$ cat config.mk
export PLATFORM = sky130hd
export DESIGN_NAME = edge_morph_filter
export DESIGN_NICKNAME = d
export VERILOG_FILES = /design/src/rtl/edge_morph_filter_pkg.sv /design/src/rtl/morph_line_ram.sv /design/src/rtl/edge_morph_filter.sv
export SDC_FILE = /design/constraint.sdc
export NUM_CORES = 2
export LEC_CHECK = 0
export CORE_AREA = 2 2 425 848
export DETAILED_ROUTE_END_ITERATION = 8
export DIE_AREA = 0 0 427 850
export PLACE_DENSITY_LB_ADDON = 0.2
export SKIP_LAST_GASP = 1
export SLEW_MARGIN = 5
export SYNTH_ARGS = -nofsm -noshare
export SYNTH_HDL_FRONTEND = slang
export SYNTH_SLANG_ARGS = --single-unit
$ cat constraint.sdc
create_clock -name pix_clk -period 82.8 [get_ports pix_clk]
set_clock_uncertainty 0.1 [all_clocks]
set_input_delay 20.7 -clock pix_clk [delete_from_list [all_inputs] [get_ports pix_clk]]
set_output_delay 20.7 -clock pix_clk [all_outputs]
set_load 0.005 [all_outputs]
$ cat src/rtl/edge_morph_filter_pkg.sv
// Shared definitions for the Sobel post-processing edge/morphology stage.
// H_ACTIVE_DEF is the line length shared with the upstream Sobel stage.
package edge_morph_filter_pkg;

    localparam int         H_ACTIVE_DEF = 1280;
    localparam logic [7:0] THRESH_DEF   = 8'd200;
    localparam logic [7:0] EDGE_VAL_DEF = 8'h00;
    localparam logic [7:0] BG_VAL_DEF   = 8'hFF;

    typedef enum logic [1:0] {
        MODE_BIN = 2'd0,
        MODE_DIL = 2'd1,
        MODE_ERO = 2'd2,
        MODE_RAW = 2'd3
    } mode_e;

    function automatic logic [7:0] pix_map(input logic       is_edge,
                                           input logic [7:0] edge_val,
                                           input logic [7:0] bg_val);
        return is_edge ? edge_val : bg_val;
    endfunction

endpackage

$ cat src/rtl/morph_line_ram.sv
// Single-port line buffer: combinational read, synchronous write, so a read
// and a write to the same address in one cycle return the old contents.
module morph_line_ram #(
    parameter  int DEPTH = 1280,
    parameter  int WIDTH = 2,
    localparam int AW    = (DEPTH > 1) ? $clog2(DEPTH) : 1
) (
    input  logic             clk,
    input  logic             we_i,
    input  logic [AW-1:0]    addr_i,
    input  logic [WIDTH-1:0] wdata_i,
    output logic [WIDTH-1:0] rdata_o
);

    logic [WIDTH-1:0] mem_q [DEPTH];

    assign rdata_o = mem_q[addr_i];

    always_ff @(posedge clk) begin
        if (we_i) begin
            mem_q[addr_i] <= wdata_i;
        end
    end

endmodule

$ cat src/rtl/edge_morph_filter.sv
// Thresholds Sobel grey output to a binary edge map and applies a selectable
// 3x3 dilate/erode over a trailing (non-centred) window; fixed 2-cycle latency.
module edge_morph_filter
    import edge_morph_filter_pkg::*;
#(
    parameter int         H_ACTIVE = H_ACTIVE_DEF,
    parameter logic [7:0] THRESH   = THRESH_DEF,
    parameter logic [7:0] EDGE_VAL = EDGE_VAL_DEF,
    parameter logic [7:0] BG_VAL   = BG_VAL_DEF
) (
    input  logic       pix_clk,
    input  logic       rst,
    input  logic [7:0] i_data,
    input  logic       i_hs,
    input  logic       i_vs,
    input  logic       i_de,
    input  logic [1:0] i_mode,
    output logic [7:0] o_r,
    output logic [7:0] o_g,
    output logic [7:0] o_b,
    output logic       o_hs,
    output logic       o_vs,
    output logic       o_de
);

    localparam int            XW     = (H_ACTIVE > 1) ? $clog2(H_ACTIVE) : 1;
    localparam logic [XW-1:0] X_LAST = XW'(H_ACTIVE - 1);

    logic [XW-1:0] x_q, x_d;
    logic          ovf_q, ovf_d;
    logic [1:0]    y_q, y_d;
    mode_e         mode_q;

    logic          pix_b, in_rng, r1, r2, ram_we;
    logic [1:0]    ram_rd;

    logic [2:0]    col0_p1, col1_p1, col2_p1;
    logic          b_p1, hs_p1, vs_p1, de_p1;
    logic [7:0]    data_p1;

    logic          res_p1;
    logic [7:0]    pix_d;
    logic [7:0]    pix_p2;
    logic          hs_p2, vs_p2, de_p2;

    // ---- stage 0: threshold, counters, line-buffer access ----
    assign pix_b  = i_de & (i_data < THRESH);
    assign in_rng = ~ovf_q;
    // Rows above the frame top read as zero; stale RAM contents never leak in.
    assign r1     = ram_rd[0] & (y_q != 2'd0) & in_rng;
    assign r2     = ram_rd[1] & y_q[1] & in_rng;
    assign ram_we = i_de & in_rng;

    morph_line_ram #(
        .DEPTH (H_ACTIVE),
        .WIDTH (2)
    ) u_line_ram (
        .clk     (pix_clk),
        .we_i    (ram_we),
        .addr_i  (x_q),
        .wdata_i ({r1, pix_b}),
        .rdata_o (ram_rd)
    );

    always_comb begin
        x_d   = x_q;
        ovf_d = ovf_q;
        if (!i_de) begin
            x_d   = '0;
            ovf_d = 1'b0;
        end else if (x_q == X_LAST) begin
            ovf_d = 1'b1;
        end else begin
            x_d = x_q + 1'b1;
        end
    end

    always_comb begin
        y_d = y_q;
        if (i_vs) begin
            y_d = 2'd0;
        end else if (de_p1 && !i_de && y_q != 2'd2) begin
            y_d = y_q + 2'd1;
        end
    end

    always_ff @(posedge pix_clk) begin
        if (rst) begin
            x_q    <= '0;
            ovf_q  <= 1'b0;
            y_q    <= 2'd0;
            mode_q <= MODE_BIN;
        end else begin
            x_q   <= x_d;
            ovf_q <= ovf_d;
            y_q   <= y_d;
            if (i_vs && !vs_p1) begin
                mode_q <= mode_e'(i_mode);
            end
        end
    end

    // ---- stage 1: column window shift and delay pipe ----
    always_ff @(posedge pix_clk) begin
        if (rst) begin
            col0_p1 <= 3'b000;
            col1_p1 <= 3'b000;
            col2_p1 <= 3'b000;
            hs_p1   <= 1'b0;
            vs_p1   <= 1'b0;
            de_p1   <= 1'b0;
        end else begin
            hs_p1 <= i_hs;
            vs_p1 <= i_vs;
            de_p1 <= i_de;
            if (i_de) begin
                col2_p1 <= col1_p1;
                col1_p1 <= col0_p1;
                col0_p1 <= {r2, r1, pix_b};
            end else begin
                col0_p1 <= 3'b000;
                col1_p1 <= 3'b000;
                col2_p1 <= 3'b000;
            end
        end
    end

    always_ff @(posedge pix_clk) begin
        b_p1    <= pix_b;
        data_p1 <= i_data;
    end

    // ---- stage 2: mode select and output register ----
    always_comb begin
        res_p1 = b_p1;
        case (mode_q)
            MODE_DIL: res_p1 = |{col2_p1, col1_p1, col0_p1};
            MODE_ERO: res_p1 = &{col2_p1, col1_p1, col0_p1};
            default:  res_p1 = b_p1;
        endcase
        pix_d = (mode_q == MODE_RAW) ? data_p1 : pix_map(res_p1, EDGE_VAL, BG_VAL);
        if (!de_p1) begin
            pix_d = 8'h00;
        end
    end

    always_ff @(posedge pix_clk) begin
        if (rst) begin
            pix_p2 <= 8'h00;
            hs_p2  <= 1'b0;
            vs_p2  <= 1'b0;
            de_p2  <= 1'b0;
        end else begin
            pix_p2 <= pix_d;
            hs_p2  <= hs_p1;
            vs_p2  <= vs_p1;
            de_p2  <= de_p1;
        end
    end

    assign o_r  = pix_p2;
    assign o_g  = pix_p2;
    assign o_b  = pix_p2;
    assign o_hs = hs_p2;
    assign o_vs = vs_p2;
    assign o_de = de_p2;

endmodule

# [Word level (Yosys, flattened, before mapping)]
# Memories as Yosys holds them, arrays and structs flattened. A register that Yosys moved wholly into a read port is not among the register bits.
# Index checks and enable logic that the tools add are counted.
[op_classes] n_addsub=2 magnitude_cmp=1 eq_ne=5 muxes=7 bitwise=9 n_reduce_logical=11
[ops] op="11-bit 2-to-1 mux" count=2
[ops] op="8-bit 2-to-1 mux" count=2
[ops] op="11-bit by 1-bit adder with 11-bit output, second input constant" count=1
[ops] op="11-bit == test, second input constant" count=1
[ops] op="9-bit AND reduction" count=1
[ops] op="9-bit OR reduction" count=1
[ops] op="8-bit less-than comparator, second input constant" count=1
[ops] op="1-bit bitwise AND" count=6
[ops] op="2-bit OR reduction" count=3
[ops] op="2-bit == test, second input constant" count=2
[ops] op="1-bit logical AND" count=3
[ops] op="1-bit NOT" count=3
[ops] op="2-bit by 1-bit adder with 2-bit output, second input constant" count=1
[ops] op="2-bit by 1-bit == test with 1-bit output, second input constant" count=1
[ops] op="1-bit zero test" count=2
[ops] op="1-bit 2-to-1 mux" count=2
[ops] op="2-bit inequality test, second input constant" count=1
[ops] op="1-bit case mux with 2 select lines" count=1
[ops] op="2-bit nonzero test" count=1
[totals] reg_bits=48 mem_bits_rw=2560 input_bits=15 word_cells=52 memories=1
[memory_table] memory="u_line_ram.mem_q" words=1280 word_bits=2 read_ports=1 rd_clocked_by_memory_dff=1 write_ports=1 line_no="morph_line_ram.sv:15" rtl="logic [WIDTH-1:0] mem_q [DEPTH];"

# [Logic depth before layout (Yosys ltp)]
[depth] ltp_word=4 mapped_depth=16 depth_no_buf=8

# [Hierarchy]
# Synthesis repeated with hierarchy kept, for this count alone.
[unflattened] cells_unflattened=6659 hier_area_um2=105012.0
[by_module_without_submodules] module="morph_line_ram" n_inst=1 cells_per_inst=6479 area_per_inst_um2=103187.7
[by_module_without_submodules] module="edge_morph_filter" n_inst=1 cells_per_inst=180 area_per_inst_um2=1824.2

# [Worst setup path before layout]
# OpenSTA, ideal clock, no wires.
[synth_timing] path_type="register to register" start="reg (tool-made name)" end="mem u_line_ram.mem_q[0][1], data pin" setup_ns=7.816 arrival_ns=40.257 t_required_ns=74.884 setup_slack_ns=34.627 stages_incl_launch_ff=13 n_path_buf=4 period_less_slack_ns=48.173 path_cell_list="dfxtp_1 buf_4 buf_6 buf_4 buf_2 mux2i_1 a22oi_1 a21oi_1 nor4_1 mux2_2 mux4_2 o211ai_1 a31oi_1"
[synth_rtl] element="to (decl)" line_no="morph_line_ram.sv:15"

# [Final worst setup path]
[layout_timing] start="in i_data[5]" end="mem u_line_ram.mem_q[1198][0], data pin"
[layout_via] elab_chain_len=2
[layout_lines] element="from (decl)" line_no="edge_morph_filter.sv:13" rtl="input logic [7:0] i_data,"
[layout_lines] element="8-bit less-than comparator" line_no="edge_morph_filter.sv:47" rtl="assign pix_b = i_de & (i_data < THRESH);"
[layout_lines] element="1-bit bitwise AND" line_no="edge_morph_filter.sv:47"
[layout_lines] element="net pix_b" line_no="edge_morph_filter.sv:34" rtl="logic pix_b, in_rng, r1, r2, ram_we;"
# The timed path passes the listed nets, and every way through them passes these cells.

==> results.py <==
metrics = {
    "run_status": {
        "status": "completed",
    },
    "synth": {
        "ys.flop_type": "edfxtp_1",
        "synth_fp_nets": 6224,
        "yosysTopAreaCell": "edfxtp_1",
        "yosysTopAreaCellShare_pct": 72.1,
        "ys_ff_latch": 2619,
        "async_flop_share_pct": 0,
        "synthTopCellsByCount": "edfxtp_1, nor2_1, mux4_2, mux2i_1, clkbuf_1",
        "synth.avg_cell_area_sq_um": 17.2,
        "synthTopCellsByArea": "edfxtp_1, mux4_2, nor2_1",
        "synth_edf_count": 2560,
        "post-synth-top-count-cell": "edfxtp_1",
        "ys_types": 62,
        "syn_area_sq_um": 107000,
        "yosysWarningCount": 0,
        "ys_seq_area_share_pct": 73.2,
        "syn_inst": 6200,
    },
    "grt": {
        "antenna_found_initial": 14,
        "grt_pass1_vias": 61400,
        "grt_pass1_wl_um": 495000,
        "gr-usage-all-layers_pct": 19.6,
        "grt_max_degree": 242,
        "grt-ovfl-total": 0,
    },
    "worst_setup_path": {
        "slowest_stage": "buf_4",
        "start_kind": "input pin",
        "endpoint_kind": "flip-flop",
        "crit_top_cell": "buf_4",
        "arrival_ns": 25.04,
        "path_max_fanout": 239,
        "crit_buf_inv": 4,
        "crit_type": "input pin to flip-flop",
        "cp_top_family": "buffers and inverters",
        "cpPeakStageDelay_ns": 0.88,
        "cp.required_ns": 83.27,
        "path_cells": "clkdlybuf4s50_1 > o311ai_0 > and2_4 > buf_4 > buf_12 > buf_4",
    },
    "clocking": {
        "path_clk_slew_ns": 0.07,
        "hold_buffers": 0,
        "ctsResizeCount": 0,
        "cts_tree": "done",
        "cts_setup_buffers": 0,
        "cts_buffers": 225,
        "clockBufferDepth": 4,
        "clock-sinks": 2619,
        "clock-root-buffer": "clkbuf_16",
        "insertion_delay_ns": 0.94,
        "htree_levels": 4,
    },
    "power_and_ir_drop": {
        "p_switching_mw": 0.544,
        "p_leak_nw": 33.7,
        "p_sw_share_pct": 20.9,
        "p_comb_share_pct": 2.8,
        "ir_drop_v": 0.0000164,
        "pwr-share-seq_pct": 55.7,
        "cellPowerDensity_nw_per_um2": 21.8,
        "p_int_mw": 2.06,
        "total_power_mw": 2.60,
        "clkPwrFrac_pct": 41.5,
    },
    "routing": {
        "drtAntennaViolNets": 0,
        "vias": 57800,
        "firstDrtPassIters": 5,
        "viasPerCell": 5.26,
        "drt_iter0_markers": 5383,
        "wl_per_cell_um": 32.9,
        "drc_errors": 0,
        "totalWireLength_um": 362000,
    },
    "timing": {
        "whs_ns": 0.344,
        "hold_viol_final": 0,
        "tns_ns": 0,
        "min_period_ns": 24.57,
        "max_freq_ghz": 0.0407,
        "grt_setup_unrepaired": "false",
        "fin_ws_ns": 58.23,
        "tightestPinTransition_ns": 1.40,
        "fin_crit_sh_pct": 29.7,
        "slew_viol_final": 0,
        "relSlewSlack_pct": 5.90,
        "setup_viol": 0,
    },
    "cells_and_area": {
        "nFillCells": 34400,
        "area_growth_pct": 12.1,
        "drive_above_1_share_pct": 18.2,
        "post-route-util_pct": 33.5,
        "final_cell_area_sq_um": 119000,
        "fin_cells": 11000,
        "layout.nets": 6146,
    },
    "die": {
        "die_x_um": 427,
        "ios": 42,
        "initial_utilization_pct": 29.9,
        "die_h_um": 850,
        "rows": 310,
        "core-area_sq_um": 356000,
        "dieArea_sq_um": 363000,
    },
    "place": {
        "post_dp_cell_area_sq_um": 112000,
        "port_buffers": 41,
        "pre_cts_ws_ns": 57.20,
        "place.gp.congestion": 0.801,
        "dp_hpwl_um": 210000,
        "dp.cells": 10600,
    },
    "min_path": {
        "min_path_type": "flip-flop to flip-flop",
    },
    "job": {
        "cap_viol_max_count": 0,
    },
}
registers in the layout (all words and copies together) (netlist names), 2 cells and up, named ones only:
register          count
y_q                   2
col2_p1               3
o_b                   8
x_q                  11
data_p1               8
mode_q                2
u_line_ram.mem_q   2560
col0_p1               3
col1_p1               3
final cells by class:
class	instances	area [sq um]	area share [%]
repair buffers	223	1900	1.59
inverters	16	67.6	0.0566
flip-flops and latches	2619	78100	65.4
diodes	14	35.0	0.0293
clock buffers	272	5890	4.93
well taps	4680	5860	4.90
multi-input cells	3037	26300	22.0
clock inverters	133	1300	1.09
metal layers:
metal  wire length [um]  vias to the layer above  track usage [%]
met5                  0                        -                0
li1                   -                    24000                -
met4              21200                        0             10.0
met1             127000                    31400             21.4
met3              14600                      603             1.87
met2             199000                     1833             36.9
worst reg2reg max path, cell delays in order (launching register included):
cell	delay (ns)
dfxtp_4	0.75
buf_12	0.59
buf_12	0.55
buf_4	0.80
buf_4	0.71
buf_4	0.66
mux4_2	0.39
mux2i_1	0.15
a221oi_2	0.32
buf_4	0.27
o31ai_1	0.09
a211oi_1	0.30
o41ai_2	0.21
a31oi_4	0.87
buf_4	0.96
buf_4	0.89
buf_4	1.04
buf_12	0.73
buf_4	1.02
cells in the final DEF, fill, tap and decap left out, drive strengths merged, types with 13 or more instances in the layout:
cell type      count
nand2            153
clkinv            94
mux4             547
o22ai             41
nor2            1350
nand3             34
bufinv            26
a31oi             25
buf              182
o21ai             30
a22oi            109
nor3              29
o221ai            71
edfxtp          2560
diode             14
nor2b             17
clkbuf           272
a21oi            102
clkdlybuf4s50     41
dfxtp             59
inv               19
nand2b            13
and2              18
mux2i            342
logic make-up after synthesis:
kind of cell               after synthesis  synth area share (%)
AOI/OAI and AO/OA                      445                  2.90
xor gates and xnor gates                 4                0.0329
adders and majority gates                9                 0.106
buffers and inverters                  544                  2.54
DFF                                   2619                  73.2
muxes                                  901                  14.9
and+or+nand+nor                       1678                  6.29
path summary, 6_finish.rpt:
check / from / endpoint / slack [ns] / cells past startpoint
worst max-delay path: i_data[5] / u_line_ram.mem_q[1198][0] / 58.23 / 6
worst min-delay path: hs_p1 / o_hs / 0.34 / 1
worst max register to register: flip-flop / u_line_ram.mem_q[932][1] / 70.96 / 18
worst min register to register: hs_p1 / o_hs / 0.34 / 1
power groups by stage:
| stage | Clock, mW | Sequential (mW) | Combinational (mW) |
|---|---|---|---|
| final | 1.08 | 1.45 | 0.0718 |
| after global routing | 1.14 | 1.45 | 0.0758 |
| after CTS | 1.10 | 1.45 | 0.0735 |
| after detailed placement | 0 | 1.48 | 0.0734 |
| after global placement | 0 | 1.48 | 0.0727 |
| after floorplan | 0 | 1.51 | 0.0437 |
(Power assumes the default switching activity.)
